<file path="src/rtl/booth_accumulator.sv">
// Streaming saturating accumulator behind the Booth multiplier.
// Sums up to LEN signed products per group and emits the total.
module booth_accumulator #(
  parameter int PW  = 8,
  parameter int AW  = 16,
  parameter int LEN = 4,
  parameter int CW  = $clog2(LEN + 1)
) (
  input  logic                 clk,
  input  logic                 rst,
  input  logic                 p_valid,
  output logic                 p_ready,
  input  logic signed [PW-1:0] p_data,
  input  logic                 p_last,
  output logic                 acc_valid,
  input  logic                 acc_ready,
  output logic signed [AW-1:0] acc_data,
  output logic                 acc_sat,
  output logic        [CW-1:0] acc_count
);

  typedef enum logic {FILL, HOLD} state_t;

  localparam logic [CW-1:0] LenC = CW'(LEN);
  localparam logic [AW-1:0] MaxC = {1'b0, {(AW-1){1'b1}}};
  localparam logic [AW-1:0] MinC = {1'b1, {(AW-1){1'b0}}};

  state_t          r_state, w_state;
  logic [AW-1:0]   r_sum, w_sum;
  logic [CW-1:0]   r_cnt, w_cnt;
  logic            r_sat, w_sat;
  logic [AW-1:0]   r_odata, w_odata;
  logic            r_osat, w_osat;
  logic [CW-1:0]   r_ocnt, w_ocnt;

  logic [AW:0]     w_ext;
  logic [AW:0]     w_add;
  logic [AW-1:0]   w_clamp;
  logic            w_ovf;
  logic [CW-1:0]   w_cnt_inc;
  logic            w_accept;
  logic            w_term;

  assign w_ext = {{(AW+1-PW){p_data[PW-1]}}, p_data};
  assign w_add = w_ext + {r_sum[AW-1], r_sum};

  // Top two bits disagree only when the AW-bit range was left.
  assign w_ovf   = w_add[AW] ^ w_add[AW-1];
  assign w_clamp = !w_ovf ? w_add[AW-1:0] :
                   (w_add[AW] ? MinC : MaxC);

  assign w_cnt_inc = r_cnt + 1'b1;
  assign w_accept  = p_valid && (r_state == FILL);
  assign w_term    = p_last || (w_cnt_inc == LenC);

  always_comb begin
    w_state = r_state;
    w_sum   = r_sum;
    w_cnt   = r_cnt;
    w_sat   = r_sat;
    w_odata = r_odata;
    w_osat  = r_osat;
    w_ocnt  = r_ocnt;
    unique case (r_state)
      FILL: begin
        if (w_accept) begin
          w_sum = w_clamp;
          w_cnt = w_cnt_inc;
          w_sat = r_sat | w_ovf;
          if (w_term) begin
            w_odata = w_clamp;
            w_osat  = r_sat | w_ovf;
            w_ocnt  = w_cnt_inc;
            w_state = HOLD;
          end
        end
      end
      HOLD: begin
        if (acc_ready) begin
          w_sum   = '0;
          w_cnt   = '0;
          w_sat   = 1'b0;
          w_state = FILL;
        end
      end
      default: w_state = FILL;
    endcase
  end

  always_ff @(posedge clk) begin
    if (rst) begin
      r_state <= FILL;
      r_sum   <= '0;
      r_cnt   <= '0;
      r_sat   <= 1'b0;
      r_odata <= '0;
      r_osat  <= 1'b0;
      r_ocnt  <= '0;
    end else begin
      r_state <= w_state;
      r_sum   <= w_sum;
      r_cnt   <= w_cnt;
      r_sat   <= w_sat;
      r_odata <= w_odata;
      r_osat  <= w_osat;
      r_ocnt  <= w_ocnt;
    end
  end

  assign p_ready   = (r_state == FILL);
  assign acc_valid = (r_state == HOLD);
  assign acc_data  = r_odata;
  assign acc_sat   = r_osat;
  assign acc_count = r_ocnt;

endmodule

</file>
<file path="config.mk">
export PLATFORM = sky130hd
export DESIGN_NAME = booth_accumulator
export DESIGN_NICKNAME = d
export VERILOG_FILES = /design/src/rtl/booth_accumulator.sv
export SDC_FILE = /design/constraint.sdc
export NUM_CORES = 1
export LEC_CHECK = 0
export CAP_MARGIN = 20
export CORE_MARGIN = 5
export CORE_UTILIZATION = 50
export CTS_BUF_LIST = sky130_fd_sc_hd__clkbuf_2
export DETAILED_ROUTE_END_ITERATION = 7
export DONT_BUFFER_PORTS = 1
export MAX_ROUTING_LAYER = met4
export PLACE_DENSITY_LB_ADDON = 0.2
export SLEW_MARGIN = 30
export SYNTH_ARGS = -nofsm -noshare
export SYNTH_HDL_FRONTEND = slang
export SYNTH_SLANG_ARGS = --single-unit
</file>
<file path="constraint.sdc">
create_clock -name clk -period 4.5 [get_ports clk]
set_clock_uncertainty 0.2 [all_clocks]
set_input_delay 0.9 -clock clk [delete_from_list [all_inputs] [get_ports clk]]
set_output_delay 0.9 -clock clk [all_outputs]
set_load 0.1 [all_outputs]
</file>
* Word-level counts from Yosys, hierarchy flattened *
Cells that the tools add are included.

storage, ports and cells
  output and inout port bits = 22
  input port bits = 13
  logic and storage cells = 34
  flip-flop bits (word level) = 41

cells by class
  multiplexer cells = 15
  add/sub/neg operators = 2
  bitwise operators = 3
  equality and inequality tests = 3
  reductions and logical operators = 4

operator list
  operator             count
  $mux 16              4
  $pmux 16 s2          1
  $add 8x16->17        1
  $mux 3               2
  $pmux 3 s2           1
  $mux 1               5
  $pmux 1 s2           2
  $add 3x1->3 const B  1
  $eq 3x3->1 const B   1
  $reduce_and 3->1     1
  $ne 2x1->1 const B   1
  $ne 2x2->1 const B   1
  $reduce_and 2->1     1
  $logic_and 1x1->1    1
  $logic_or 1x1->1     1
  $not 1->1            1
  $or 1x1->1           1
  $xor 1x1->1          1

* Depth between registers and ports, before layout *
  depth after elaboration = 6
  gate-level depth with buffers = 11
  gate-level depth less buffers = 10

* Least setup slack after synthesis *
Ideal clock, no wire load.

  kind = input port to flip-flop
  start = input p_data[0]
  end = register r_odata[11] (netlist: acc_data[11])
  path buffers = 0
  data required time = 4.220 ns
  data arrival time = 3.112 ns
  setup time = 0.080 ns
  cell stages on the path = 10
  setup slack = 1.108 ns
  cells stage by stage = ha_1 > inv_1 > fa_1 > nand2b_1 > a2111oi_4 > o21ai_1 > a21oi_2 > nor2_2 > or4_4 > a211oi_2

between the ends
  longest elaborated chain between the ends = 3
  elaborated cells between the ends (all ways) = 4
  classes of those cells = 1 x add/sub; 2 x mux; 1 x bitwise

RTL lines
  item                                    RTL line  RTL
  start: declaration                      13        input logic signed [PW-1:0] p_data,
  $add 8x16->17 (*)                       45        assign w_add = w_ext + {r_sum[AW-1], r_sum};
  $mux 16 or $xor 1x1->1 (tied branches)  50, 48
  $mux 16 (*)                             49        assign w_clamp = !w_ovf ? w_add[AW-1:0] :
  end signal: assignment                  104       r_odata <= w_odata;
  end: declaration                        32        logic [AW-1:0] r_odata, w_odata;

Mark *: on every way between the ends. The rest lies on a longest branch, timed or not.
A chain may end at the register's enable or synchronous reset.

* Worst setup path in the final report *
Same ends and word-level chain as after synthesis.

==> results_dict.tcl <==
set metrics [dict create \
    min_period_ns 3.269 \
    finalPower_mw 1.654 \
    synth-seq-area-share_pct 34.08 \
    syn_to_final_growth_pct 2.026 \
    synthTopCellsByArea "dfxtp_1 34%, ha_1 9.4%, a211oi_1 6.2%" \
    crit_fanout 5 \
    slew_violations 0 \
    netlist_area_um2 2409 \
    place_hpwl_um 4232 \
    synthFlopType "dfxtp_1" \
    num_rows 25 \
    fin_nets 314 \
    cts_tree "done" \
    drt-initial-drc-count 91 \
    numCtsBuffers 5 \
    synth_compound_area_share_pct 28.31 \
    slew_headroom_pct 33.92 \
    num_vias 2010 \
    final_area_um2 2457 \
    end_kind "flop" \
    yosys-top-cells-count "41 x dfxtp_1, 38 x nand2_1, 33 x nor2_1, 22 x a21oi_1, 20 x a211oi_1" \
    ir_worst_vdd_mv 0.2858 \
    grt_pass1_vias 2060 \
    synth_nets 320 \
    min-delay-start "r_sum[2]" \
    setup_viol_count_final 0 \
    critPathLaunch "p_data[0]" \
    drive_gt1_share_pct 9.187 \
    start_util_pct 51.33 \
    min_path_type "reg2reg" \
    fmax_mhz 305.9 \
    worst_setup_path_start_kind "input pin" \
    synth-seq-cells 41 \
    synth-warning-count 0 \
    clk_path_buf_depth 2 \
    final_antenna_net_count 0 \
    ctsHtreeMaxLevel 2 \
    synth.avg_cell_area_um2 8.363 \
    fin_util_pct 52.37 \
    via_per_inst 5.964 \
    synth.distinct_cells 50 \
    ctsResizeCount 0 \
    synth_top_area_share_pct 34.08 \
    routedWlPerCell_um 16.28 \
    synth_edf_count 0 \
    crit_arrival_ns 3.39 \
    clkTransAtPathRegs_ns 0.19 \
    hold_viol 0 \
    clock_sink_count 41 \
    status "completed" \
    grt-ovfl-total 0 \
    remaining_drc_errors 0 \
    grt_usage_pct 19.23 \
    antenna_found_initial 0 \
    leakagePower_nw 0.9589 \
    finalSetupTns_ns 0 \
    cts_hold_buf 0 \
    synth_top_family_by_area "compound AO/OA/AOI/OAI gates" \
    worst_hold_slack_ns 0.2907 \
    power.density_nw_per_um2 672.9 \
    post_cts_buffers 0 \
    place.gp.congestion 0.8622 \
    crit_required_ns 4.62 \
    period_share_pct 72.64 \
    root_buffer "clkbuf_2" \
    synth_xor_xnor_area_share_pct 3.636 \
    rr_startpoint "r_sum[0]" \
    io_buffer_count 0 \
    async_flop_share_pct 0 \
    synth.most_common_cell "dfxtp_1" \
    synthCells 288 \
    diodes 0 \
    fp.dieH_um 79.41 \
    clock_latency_ns 0.39 \
    grt_pass1_wl_um 9363 \
    die_w_um 79.41 \
    critical_path_class "in2reg" \
    io_pins 35 \
    synth.mux.area_fraction_pct 0 \
    cap_violations 0 \
    synthAdderAreaFrac_pct 10.18 \
    synth-simple-area-share_pct 19.79 \
    synth_top_area_cell "dfxtp_1" \
    worst_slew_pin_slew_ns 0.9899 \
    wl_um 5488 \
    place_area_um2 2417 \
    grt_max_degree 29 \
    core_um2 4692 \
    drt_first_pass_iters 4 \
    die-area_um2 6305 \
    rsz0062_at_grt "false" \
]
==> cell type report <==
type                            instances  area, µm²
Clock buffer                            6      30.03
Clock inverter                          2      10.01
Fill cell                             468       2235
Inverter                                5      18.77
Multi-Input combinational cell        227       1494
Sequential cell                        41      822.0
Tap cell                               54      67.56
Timing Repair Buffer                    2      15.01
==> path summary, 6_finish.rpt <==
check | cells past startpoint | slack (ns) | end
worst max-delay path | 10 | 1.23 | acc_data[11]
worst min-delay path | 2 | 0.29 | r_sum[2]
worst max register to register | 10 | 1.35 | acc_data[11]
worst min register to register | 2 | 0.29 | r_sum[2]
==> logic make-up (layout without fill, tap and decap cells) <==
family | count (synthesis) | count (layout)
and+or+nand+nor | 105 | 105
xor gates and xnor gates | 10 | 10
buffers and inverters | 20 | 15
adders and majority gates | 19 | 19
AOI/OAI and AO/OA | 93 | 93
DFF | 41 | 41
==> critical path, cell delays in order <==
cell	delay, ns
ha_1	0.17
inv_1	0.06
fa_1	0.37
nand2b_1	0.24
a2111oi_4	0.37
o21ai_1	0.16
a21oi_2	0.27
nor2_2	0.12
or4_4	0.54
a211oi_2	0.19
==> stage by stage <==
stage	setup WS, ns	cells
after CTS	1.249	337
final	1.231	337
after global routing	1.065	337
after floorplan	1.108	288
after global placement	0.8193	329
after detailed placement	0.7902	329
==> where the power goes <==
| group | switching [mW] | internal (mW) | total (mW) |
|---|---|---|---|
| Sequential | 0.212 | 0.451 | 0.663 |
| Clock | 0.114 | 0.0391 | 0.153 |
| Combinational | 0.507 | 0.330 | 0.838 |
==> sequential cells by signal, summed over array words and instances, names as in the netlist <==
signal / flops
acc_data: 16
r_sum: 16
acc_count: 3
r_cnt: 3
acc_sat: 1
acc_valid: 1
r_sat: 1
==> routing by layer <==
layer / share of wire, % / global-route usage [%] / vias to the layer above
li1: - / - / 1031
met1: 46 / 22.63 / 935
met2: 48 / 32.15 / 33
met3: 3.8 / 4.740 / 11
met4: 1.3 / 6.529 / 0
met5: 0 / - / -
==> cells in the final DEF (no fill, tap or decap), types with 2 or more instances in the layout <==
master | synthesis | final
clkbuf_2 | 0 | 6
nor2_1 | 33 | 32
o211ai_2 | 2 | 2
o21ai_1 | 5 | 5
nand2_1 | 38 | 38
and3_1 | 3 | 3
clkinv_2 | 0 | 2
o21ai_0 | 7 | 7
xnor2_1 | 6 | 6
a211oi_1 | 20 | 20
dfxtp_1 | 41 | 40
a211oi_2 | 2 | 2
ha_1 | 18 | 18
nor2b_1 | 4 | 4
a21o_1 | 3 | 3
nand2b_1 | 10 | 10
buf_4 | 3 | 2
o22ai_1 | 3 | 3
nor2_2 | 2 | 3
o211ai_1 | 12 | 12
nand3_1 | 4 | 4
xor2_1 | 4 | 4
nor3_1 | 4 | 4
inv_1 | 5 | 5
a21oi_1 | 22 | 22
o21a_1 | 2 | 2
(Power assumes the default switching activity.)
